--- config.mk ---
export PLATFORM = sky130hd
export DESIGN_NAME = fifo_pkt_reader
export DESIGN_NICKNAME = d
export VERILOG_FILES = /design/src/rtl/fifo_pkt_reader.sv
export SDC_FILE = /design/constraint.sdc
export NUM_CORES = 1
export LEC_CHECK = 0
export CORE_MARGIN = 2
export CORE_UTILIZATION = 36
export CTS_BUF_LIST = sky130_fd_sc_hd__clkbuf_8
export CTS_CLUSTER_SIZE = 14
export DETAILED_ROUTE_END_ITERATION = 12
export PLACE_DENSITY = 0.77
export SLEW_MARGIN = 20
export SYNTH_ARGS = -nofsm -noshare
export SYNTH_HDL_FRONTEND = slang
export SYNTH_SLANG_ARGS = --single-unit
export TNS_END_PERCENT = 5
--- constraint.sdc ---
create_clock -name clk -period 1.8 [get_ports clk]
set_clock_uncertainty 0.1 [all_clocks]
set_input_delay 0.36 -clock clk [delete_from_list [all_inputs] [get_ports clk]]
set_output_delay 0.36 -clock clk [all_outputs]
set_load 0.01 [all_outputs]
--- src/rtl/fifo_pkt_reader.sv ---
// fifo_pkt_reader: pops {ctrl,data} words from a fall-through FIFO and frames them into packets.
// Optional statistics counters are built only when FIFO_PKT_READER_STATS_EN is defined.
module fifo_pkt_reader #(
    parameter int DATA_WIDTH = 64,
    parameter int CTRL_WIDTH = DATA_WIDTH / 8
) (
    input  logic                             clk,
    input  logic                             reset,
    input  logic [CTRL_WIDTH+DATA_WIDTH-1:0] fifo_dout,
    input  logic                             fifo_empty,
    output logic                             fifo_rd_en,
    input  logic                             tx_enable,
    output logic [DATA_WIDTH-1:0]            out_data,
    output logic [CTRL_WIDTH-1:0]            out_ctrl,
    output logic                             out_wr,
    input  logic                             out_rdy,
    output logic                             in_packet,
    output logic                             drop_err,
    output logic [31:0]                      pkt_count,
    output logic [31:0]                      word_count,
    output logic [15:0]                      drop_count
);

    typedef enum logic [1:0] {
        S_IDLE,
        S_HDR,
        S_BODY
    } state_e;

    state_e state_q, state_d;

    logic [CTRL_WIDTH-1:0] head_ctrl;
    logic [DATA_WIDTH-1:0] head_data;
    logic                  ctrl_zero;

    logic pop;
    logic fwd;
    logic drop;
    logic eop;

    logic                  run_q;
    logic                  out_wr_q;
    logic                  drop_err_q;
    logic                  in_packet_q, in_packet_d;
    logic [DATA_WIDTH-1:0] out_data_q;
    logic [CTRL_WIDTH-1:0] out_ctrl_q;

    assign head_ctrl = fifo_dout[CTRL_WIDTH+DATA_WIDTH-1 -: CTRL_WIDTH];
    assign head_data = fifo_dout[DATA_WIDTH-1:0];
    assign ctrl_zero = (head_ctrl == '0);

    // Holds the reader quiet for the cycle after reset is released.
    always_ff @(posedge clk or negedge reset) begin
        if (!reset) begin
            run_q <= 1'b0;
        end else begin
            run_q <= 1'b1;
        end
    end

    // FSM state register.
    always_ff @(posedge clk or negedge reset) begin
        if (!reset) begin
            state_q <= S_IDLE;
        end else begin
            state_q <= state_d;
        end
    end

    // FSM outputs: which action the head word gets this cycle.
    always_comb begin
        pop  = 1'b0;
        fwd  = 1'b0;
        drop = 1'b0;
        eop  = 1'b0;
        if (run_q && !fifo_empty) begin
            unique case (state_q)
                S_IDLE: begin
                    if (ctrl_zero) begin
                        // Stale body word outside a packet: flush it.
                        pop  = 1'b1;
                        drop = 1'b1;
                    end else if (tx_enable && out_rdy) begin
                        pop = 1'b1;
                        fwd = 1'b1;
                    end
                end
                S_HDR: begin
                    if (out_rdy) begin
                        pop = 1'b1;
                        fwd = 1'b1;
                    end
                end
                S_BODY: begin
                    if (out_rdy) begin
                        pop = 1'b1;
                        fwd = 1'b1;
                        eop = !ctrl_zero;
                    end
                end
                default: begin
                    pop = 1'b0;
                end
            endcase
        end
    end

    // FSM next state, advancing only on popped words.
    always_comb begin
        state_d = state_q;
        unique case (state_q)
            S_IDLE: begin
                if (fwd) begin
                    state_d = S_HDR;
                end
            end
            S_HDR: begin
                if (fwd && ctrl_zero) begin
                    state_d = S_BODY;
                end
            end
            S_BODY: begin
                if (eop) begin
                    state_d = S_IDLE;
                end
            end
            default: begin
                state_d = S_IDLE;
            end
        endcase
    end

    // in_packet stays up through the EOP write, then drops.
    always_comb begin
        in_packet_d = (state_d != S_IDLE) || eop;
    end

    // Output register stage: one cycle from pop to out_wr.
    always_ff @(posedge clk or negedge reset) begin
        if (!reset) begin
            out_wr_q    <= 1'b0;
            drop_err_q  <= 1'b0;
            in_packet_q <= 1'b0;
            out_data_q  <= '0;
            out_ctrl_q  <= '0;
        end else begin
            out_wr_q    <= fwd;
            drop_err_q  <= drop;
            in_packet_q <= in_packet_d;
            if (fwd) begin
                out_data_q <= head_data;
                out_ctrl_q <= head_ctrl;
            end
        end
    end

    assign fifo_rd_en = pop;
    assign out_wr     = out_wr_q;
    assign drop_err   = drop_err_q;
    assign in_packet  = in_packet_q;
    assign out_data   = out_data_q;
    assign out_ctrl   = out_ctrl_q;

`ifdef FIFO_PKT_READER_STATS_EN

    logic [31:0] pkt_count_q,  pkt_count_d;
    logic [31:0] word_count_q, word_count_d;
    logic [15:0] drop_count_q, drop_count_d;

    // Free-running wrap-around counters.
    always_comb begin
        pkt_count_d  = pkt_count_q + {31'd0, eop};
        word_count_d = word_count_q + {31'd0, fwd};
        drop_count_d = drop_count_q + {15'd0, drop};
    end

    // Counter registers.
    always_ff @(posedge clk or negedge reset) begin
        if (!reset) begin
            pkt_count_q  <= '0;
            word_count_q <= '0;
            drop_count_q <= '0;
        end else begin
            pkt_count_q  <= pkt_count_d;
            word_count_q <= word_count_d;
            drop_count_q <= drop_count_d;
        end
    end

    assign pkt_count  = pkt_count_q;
    assign word_count = word_count_q;
    assign drop_count = drop_count_q;

`else

    assign pkt_count  = '0;
    assign word_count = '0;
    assign drop_count = '0;

`endif

endmodule

# Word-level counts from Yosys, hierarchy flattened
# Cells that the tools add are included.
# op_classes
n_reduce_logical	10
n_eq_ne	2
n_mux	18
# ops
cell	n
1-bit two-way mux	12
8-bit logical NOT	1
2-bit two-way mux	3
2-bit one-hot mux with 3 select lines	1
1-bit one-hot mux with 2 select lines	2
1-bit logical AND	3
2-bit by 1-bit equality test with 1-bit output, second input constant	1
2-bit equality test, second input constant	1
1-bit logical NOT	2
2-bit logical NOT	1
2-bit nonzero test	1
2-bit OR reduction	1
1-bit logical OR	1
# totals
register_bits	78
elab_cells	37
out_inout_bits	156

# Depth between registers and ports, before layout
# Gate-level depths: netlist of run 1.
# logic_depth
depth_word	10
depth_mapped	8
ltp_nobuf	6

# Worst setup path after synthesis of run 1
# No wires, ideal clock.
# synth_path
kind	input to register
from	input port fifo_dout[69]
to	register out_ctrl_q[0], in the netlist out_ctrl[0]
setup_slack_ns	-0.426
n_path_buf	3
setup_time_ns	0.125
t_arrival_ns	2.001
path_stages	7
required_time_ns	1.575
path_cell_list	or4_1 > buf_2 > o2111ai_2 > nor2b_2 > buf_12 > buf_12 > mux2_4
# synth_via
elab_chain_len	4
# synth_lines
element	line_no	rtl
start: declaration	9	input logic [CTRL_WIDTH+DATA_WIDTH-1:0] fifo_dout,
8-bit logical NOT	50	assign ctrl_zero = (head_ctrl == '0);
1-bit two-way mux	79	if (ctrl_zero) begin
1-bit one-hot mux with 2 select lines	77	unique case (state_q)
1-bit two-way mux	76	if (run_q && !fifo_empty) begin
end signal: assignment	152	out_ctrl_q <= head_ctrl;
end: declaration	46	logic [CTRL_WIDTH-1:0] out_ctrl_q;
# No other way between the ends.
# A chain may end at the register's enable or synchronous reset.

# Final worst setup path of run 1
# layout_path
from	input port fifo_dout[65]
to	register out_data_q[39], in the netlist out_data[39]
# layout_via
elab_chain_len	4
# layout_lines
element	line_no	rtl
8-bit logical NOT	50	
1-bit two-way mux	79	
1-bit one-hot mux with 2 select lines	77	
1-bit two-way mux	76	
end signal: assignment	151	out_data_q <= head_data;
end: declaration	45	logic [DATA_WIDTH-1:0] out_data_q;
# No other way between the ends.

==> summary.md, run 1 <==
| Metric | Value |
|---|---|
| Vias in the first global route | `2734` |
| Final worst slack | `-0.320 ns` |
| Num ports | `233` |
| Largest family of logic cells by synthesized area | `multiplexers` |
| CTS tree | `yes` |
| CP max stage delay | `0.57 ns` |
| CTS H-tree lvls | `3` |
| Place WS | `-1.13 ns` |
| # DRC | `0` |
| 1st-iter DRT viols | `88` |
| Clock sinks | `78` |
| Fmax | `0.472 GHz` |
| Cell area power density | `1470 nW/um2` |
| CP most frequent cell | `buf_12` |
| Fraction of layout cells with a size suffix above 1 | `0.316` |
| Number of enable flip-flop cells after synthesis | `0` |
| Post-synthesis compound-gate area fraction | `0.0293` |
| Yosys reg bits | `78` |
| Status | `finished with violations` |
| Avg WL per Cell | `15.3 um` |
| Cell taking the most area after synthesis | `dfrtp_1` |
| Largest net degree at the start of global routing | `79` |
| Post-synthesis mux area share | `0.261` |
| DR vias | `2599` |
| Crit-path slowest cell | `or4_4` |
| Ranking of synthesized cells by area | `dfrtp_1 48%, mux2_4 25%, buf_4 15%` |
| Post-synthesis sequential area ratio | `0.476` |
| CTS root buf | `clkbuf_8` |
| CTS clk-pin slew, worst paths | `0.09 ns` |
| Worst-path cell chain | `clkbuf_2 -> or4_4 -> buf_4 -> o2111ai_4 -> nor2b_4 -> buf_12 -> buf_12 -> mux2_2` |
| Final Slew Violations | `0` |
| Critical Path Sink Type | `flip-flop` |
| Critical path class | `input pin to flip-flop` |
| RSZ-0062 raised after global routing | `true` |
| First-pass GRT wire length | `14700 um` |
| N_diodes | `0` |
| Hold Fails Final Rpt | `0` |
| Setup violations, final | `75` |
| Crit path time final | `2.12 ns` |
| Final Util | `0.544` |
| Worst Hold Class | `input pin to flip-flop` |
| DP HPWL | `6840 um` |
| Post-synthesis xor/xnor area fraction | `0` |
| Leading register cell type out of synthesis | `dfrtp_1` |
| VDD IR max | `0.000735 V` |
| Netlist Area Pre-Place | `4100 um2` |
| Die W | `111 um` |
| Cts bufs inserted | `9` |
| LEAKAGE | `3.06 nW` |
| Final nets | `551` |
| CTS max path bufs | `2` |
| Row Count | `38` |
| Share of the synthesized area in the top cell type | `0.476` |
| Post-Synthesis Mean Instance Area | `14.5 um2` |
| Worst-Skew Late Latency | `0.37 ns` |
| Via/cell ratio | `4.23` |
| Total GRT Usage | `0.152` |
| Startpoint Class | `input pin` |
| Worst endpoint data arrival time | `2.29 ns` |
| Critical path peak fanout | `12` |
| Port bufs | `152` |
| Crit share post-route | `1.18` |
| Grt total ovfl | `0` |
| Core area | `11000 um2` |
| Adder-cell share of the synthesized area | `0.0122` |
| Initial antenna violation count | `0` |
| Yosys cell types | `34` |
| Layout area overhead | `45.7%` |
| WL final | `9390 um` |
| Yosys warning count | `0` |
| Failing checks | `setup timing` |
| Die height | `111 um` |
| Critical Path RT | `1.97 ns` |
| Detail Route Antenna Nets | `0` |
| Placer Congestion | `0.849` |
| Sequential cell area | `1950 um2` |
| Multi-input gate area | `1740 um2` |
| Final-layout fill cell count | `914` |
| Gate Count Post-Synth | `282` |
| First-pass DRT Iterations | `4` |
| Die area | `12300 um2` |
| Initial Util | `0.373` |
| MaxCap Viol Count | `0` |
| Synth Area in Simple Gates | `0.0269` |
| FFs w/ async S/R, synth | `1.00` |
## cells in the mapped netlist, types with 2 or more instances
library cell,number
buf_4,80
dfrtp_1,78
mux2_4,69
buf_12,8
inv_1,5
ha_1,4
mux2_2,3
nor2_1,3
a21oi_1,2
conb_1,2
nor2b_1,2
nor4b_1,2
o21ai_0,2
or4_1,2
## stage by stage
stage                     TNS [ns]  instance area, um2  power, mW  cells  hold WS [ns]
after global routing        -23.79                5970       9.24    615         0.108
after floorplan             -28.91                4410       5.25    361       -0.0356
final                       -21.01                5970       8.76    615         0.121
after CTS                   -20.77                5850       8.83    612        0.0990
after global placement      -73.65                5630       7.29    593         0.318
after detailed placement    -78.60                5630       7.40    593         0.323
## logic make-up after synthesis
family	Yosys count
buffers and inverters	95
AOI/OAI and AO/OA	15
adders and majority gates	4
muxes	72
and+or+nand+nor	16
other	2
DFF	78
## timing repair
| item | CTS | global route |
|---|---|---|
| endpoints found under the hold margin | 78 | 0 |
| setup endpoints to repair | 80 | 91 |
| buffers inserted | 2 | 3 |
| pin swaps | 11 | 7 |
| hold buffers | 1 | 0 |
| resized for setup | 44 | 32 |
## area by class of cell
cell class / count / share of cell area
multi-input cells: 188 / 0.291
flip-flops and latches: 78 / 0.327
well taps: 140 / 0.0293
clock inverters: 7 / 0.0124
clock buffers: 9 / 0.0207
inverters: 5 / 0.00314
repair buffers: 188 / 0.316
## worst max-delay path: cells and delay by family
family | cells | cell delay (ns)
compound gates | 1 | 0.20
mux | 1 | 0.33
simple gates | 2 | 0.78
buf+inv | 4 | 0.60
## worst paths after layout
check                         startpoint           end  slack, ns  depth (start not counted)
min in group asynchronous          reset  out_data[51]       0.46                          3
max                        fifo_dout[65]  out_data[39]      -0.32                          8
max reg2reg                   state_q[0]  out_data[32]      -0.27                          8
min reg2reg                 out_data[45]  out_data[45]       0.41                          1
max in group asynchronous          reset   out_ctrl[2]       0.82                          3
min                        fifo_dout[69]   out_ctrl[5]       0.12                          2
## metal layers
layer | GRT usage | share of wire | up-vias
li1 | - | - | 1181
met1 | 0.183 | 0.41 | 1268
met2 | 0.247 | 0.50 | 131
met3 | 0.0476 | 0.066 | 19
met4 | 0.0742 | 0.025 | 0
met5 | 0 | 0 | -
## power by group
part | total (mW) | internal, mW | switching, mW
clock | 1.35 | 0.642 | 0.708
sequential | 3.06 | 2.60 | 0.458
combinational | 4.36 | 2.86 | 1.50
## cells in the final DEF, fill, tap and decap left out, types with 2 or more instances in the layout
cell type / instances
clkdlybuf4s50_1: 125
conb_1: 81
dfrtp_1: 78
mux2_4: 69
buf_4: 25
dlymetal6s2s_1: 15
clkbuf_8: 9
buf_6: 7
buf_12: 6
buf_2: 5
inv_1: 4
mux2_2: 3
clkinvlp_4: 3
inv_2: 2
nor2_1: 2
or4_4: 2
nor2b_4: 2
a21oi_1: 2
ha_1: 2
clkbuf_2: 2
dlygate4sd2_1: 2
## registers in the layout, summed over array words and instances (netlist names)
signal     cells
out_data      64
out_ctrl       8
state_q        2
drop_err       1
in_packet      1
out_wr         1
run_q          1
(Power assumes the default switching activity.)
==> run 2: changes to the inputs <==
--- a/config.mk
+++ b/config.mk
@@ -10,7 +10,9 @@
 export CTS_BUF_LIST = sky130_fd_sc_hd__clkbuf_8
 export CTS_CLUSTER_SIZE = 14
 export DETAILED_ROUTE_END_ITERATION = 12
+export HOLD_SLACK_MARGIN = 0.03
 export PLACE_DENSITY = 0.77
+export RECOVER_POWER = 25
 export SLEW_MARGIN = 20
 export SYNTH_ARGS = -nofsm -noshare
 export SYNTH_HDL_FRONTEND = slang
==> summary.md, run 2 (synthesized netlist as in run 1, its figures left out) <==
| Metric | Value |
|---|---|
| Status | `finished with violations (unchanged)` |
| Failing checks | `setup timing (unchanged)` |
| Crit-path slowest cell | `or4_4 (unchanged)` |
| Grt total ovfl | `0 (unchanged)` |
| Initial antenna violation count | `0 (unchanged)` |
| Critical Path Sink Type | `flip-flop (unchanged)` |
| Total GRT Usage | `0.152 (unchanged)` |
| Final nets | `551 (unchanged)` |
| CP most frequent cell | `buf_12 (unchanged)` |
| Fraction of layout cells with a size suffix above 1 | `0.316 (unchanged)` |
| Setup violations, final | `75 (unchanged)` |
| Largest net degree at the start of global routing | `79 (unchanged)` |
| Row Count | `38 (unchanged)` |
| Final worst slack | `-0.320 ns (about the same)` |
| Final Cell Area | `5960 um2 (was 5970 um2)` |
| # DRC | `0 (unchanged)` |
| CTS H-tree lvls | `3 (unchanged)` |
| N_diodes | `0 (unchanged)` |
| Detail Route Antenna Nets | `0 (unchanged)` |
| Dpl cells | `593 (unchanged)` |
| Comb pwr share | `0.497 (about the same)` |
| Placer Congestion | `0.849 (unchanged)` |
| WHS | `0.121 ns (about the same)` |
| Clock sinks | `78 (unchanged)` |
| Relative slew slack | `0.346` |
| Die W | `111 um (unchanged)` |
| RSZ-0062 raised after global routing | `true (unchanged)` |
| WL final | `9350 um (was 9390 um)` |
| P_int | `6.09 mW (was 6.10 mW)` |
| Cts bufs inserted | `9 (unchanged)` |
| First-pass DRT Iterations | `4 (unchanged)` |
| CTS root buf | `clkbuf_8 (unchanged)` |
| Hold Fails Final Rpt | `0 (unchanged)` |
| Num ports | `233 (unchanged)` |
| Worst endpoint data arrival time | `2.29 ns (about the same)` |
| CTS tree | `yes (unchanged)` |
| Core area | `11000 um2 (unchanged)` |
| Layout area overhead | `45.4% (was 45.7%)` |
| Most frequent cells in the layout | `125 x clkdlybuf4s50_1, 81 x conb_1, 78 x dfrtp_1 (unchanged)` |
| Crit path time final | `2.12 ns (about the same)` |
| Via/cell ratio | `4.23 (about the same)` |
| Vias in the first global route | `2734 (unchanged)` |
| MaxCap Viol Count | `0 (unchanged)` |
| Crit share post-route | `1.18 (about the same)` |
| VDD IR max | `0.000736 V (was 0.000735 V)` |
| LEAKAGE | `3.05 nW (was 3.06 nW)` |
| Critical path class | `input pin to flip-flop (unchanged)` |
| Worst-Skew Late Latency | `0.37 ns (about the same)` |
| Initial Util | `0.373 (unchanged)` |
| CTS max path bufs | `2 (unchanged)` |
| Worst Hold Class | `input pin to flip-flop (unchanged)` |
| Worst-path cell chain | `clkbuf_2 -> or4_4 -> buf_4 -> o2111ai_4 -> nor2b_4 -> buf_12 -> buf_12 -> mux2_2 (unchanged)` |
| Startpoint Class | `input pin (unchanged)` |
| Clock power share | `0.154 (about the same)` |
| Sw power | `2.67 mW (about the same)` |
| Avg WL per Cell | `15.2 um (was 15.3 um)` |
| Switching part of the total | `0.304 (about the same)` |
| DP HPWL | `6840 um (unchanged)` |
| Worst slew pin tran | `0.980 ns` |
| Critical path peak fanout | `12 (unchanged)` |
| Fmax | `0.472 GHz (about the same)` |
| Die area | `12300 um2 (unchanged)` |
| Critical Path RT | `1.97 ns (about the same)` |
| CP max stage delay | `0.57 ns (about the same)` |
| Placed cell areas | `5630 um2 (unchanged)` |
| DR vias | `2602 (was 2599)` |
| 1st-iter DRT viols | `112 (was 88)` |
| Commonest non-fill, non-tap cell in the layout | `clkdlybuf4s50_1 (unchanged)` |
| Non-Filler Instances | `615 (unchanged)` |
| Die height | `111 um (unchanged)` |
| Reg power frac | `0.349 (about the same)` |
| Port bufs | `152 (unchanged)` |
| First-pass GRT wire length | `14700 um (unchanged)` |
| Max FFs per register | `64 (unchanged)` |
| CTS clk-pin slew, worst paths | `0.09 ns (about the same)` |
| Final Slew Violations | `0 (unchanged)` |
| Cell area power density | `1470 nW/um2 (about the same)` |
run 2: path summary, 6_finish.rpt:
check,startpoint,end,slack [ns],depth (start not counted)
worst max-delay path,fifo_dout[65],out_data[39],-0.32,8
worst min-delay path,fifo_dout[69],out_ctrl[5],0.12,2
worst max register to register,state_q[0],out_data[32],-0.27,8
worst min register to register,out_data[45],out_data[45],0.41,1
max in group asynchronous,reset,out_data[62],0.26,3
min in group asynchronous,reset,out_data[10],0.71,3
run 2: repair_timing:
| item | in CTS | in global routing |
|---|---|---|
| endpoints found under the setup margin | 80 | 91 |
| resized for setup | 44 | 32 |
| setup buffers | 2 | 3 |
| cloned | 0 | 0 |
| hold buffers | 1 | 0 |
| pin swaps | 11 | 7 |
| endpoints found under the hold margin | 78 | 0 |
run 2: through the flow:
step | power (mW) | setup TNS (ns) | setup WS [ns] | util
after floorplan | 5.25 | -28.91 | -0.397 | -
after global placement | 7.29 | -73.65 | -1.13 | 0.512
after detailed placement | 7.40 | -78.60 | -1.13 | 0.512
after CTS | 8.83 | -20.77 | -0.360 | 0.533
after global routing | 9.23 | -23.79 | -0.399 | 0.543
final | 8.76 | -20.99 | -0.320 | 0.543
run 2: cell type report:
cell class / instances / area (um2)
sequential: 78 / 1950
tap: 140 / 175
multi-input combinational: 188 / 1740
timing repair buffer: 188 / 1880
fill: 916 / 5020
inverter: 5 / 18.8
clock buffer: 9 / 124
clock inverter: 7 / 73.8
run 2: power groups by stage:
stage	clock, mW	sequential (mW)	combinational, mW
floorplan	0	3.46	1.79
global placement	0	3.06	4.23
detailed placement	0	3.09	4.30
CTS	1.41	3.07	4.34
global route	1.49	3.16	4.58
finish	1.35	3.06	4.35
run 2: critical path, delay by kind of cell:
kind,cells,cell delay [ns]
multiplexers,1,0.33
buffers and inverters,4,0.60
AO/OA/AOI/OAI,1,0.20
AND/OR/NAND/NOR,2,0.78
run 2: per-layer routing:
metal	vias up	track usage	wire length, um
met5	-	0	0
met1	1269	0.183	3820
met3	19	0.0476	617
met4	0	0.0742	235
li1	1181	-	-
met2	133	0.247	4670
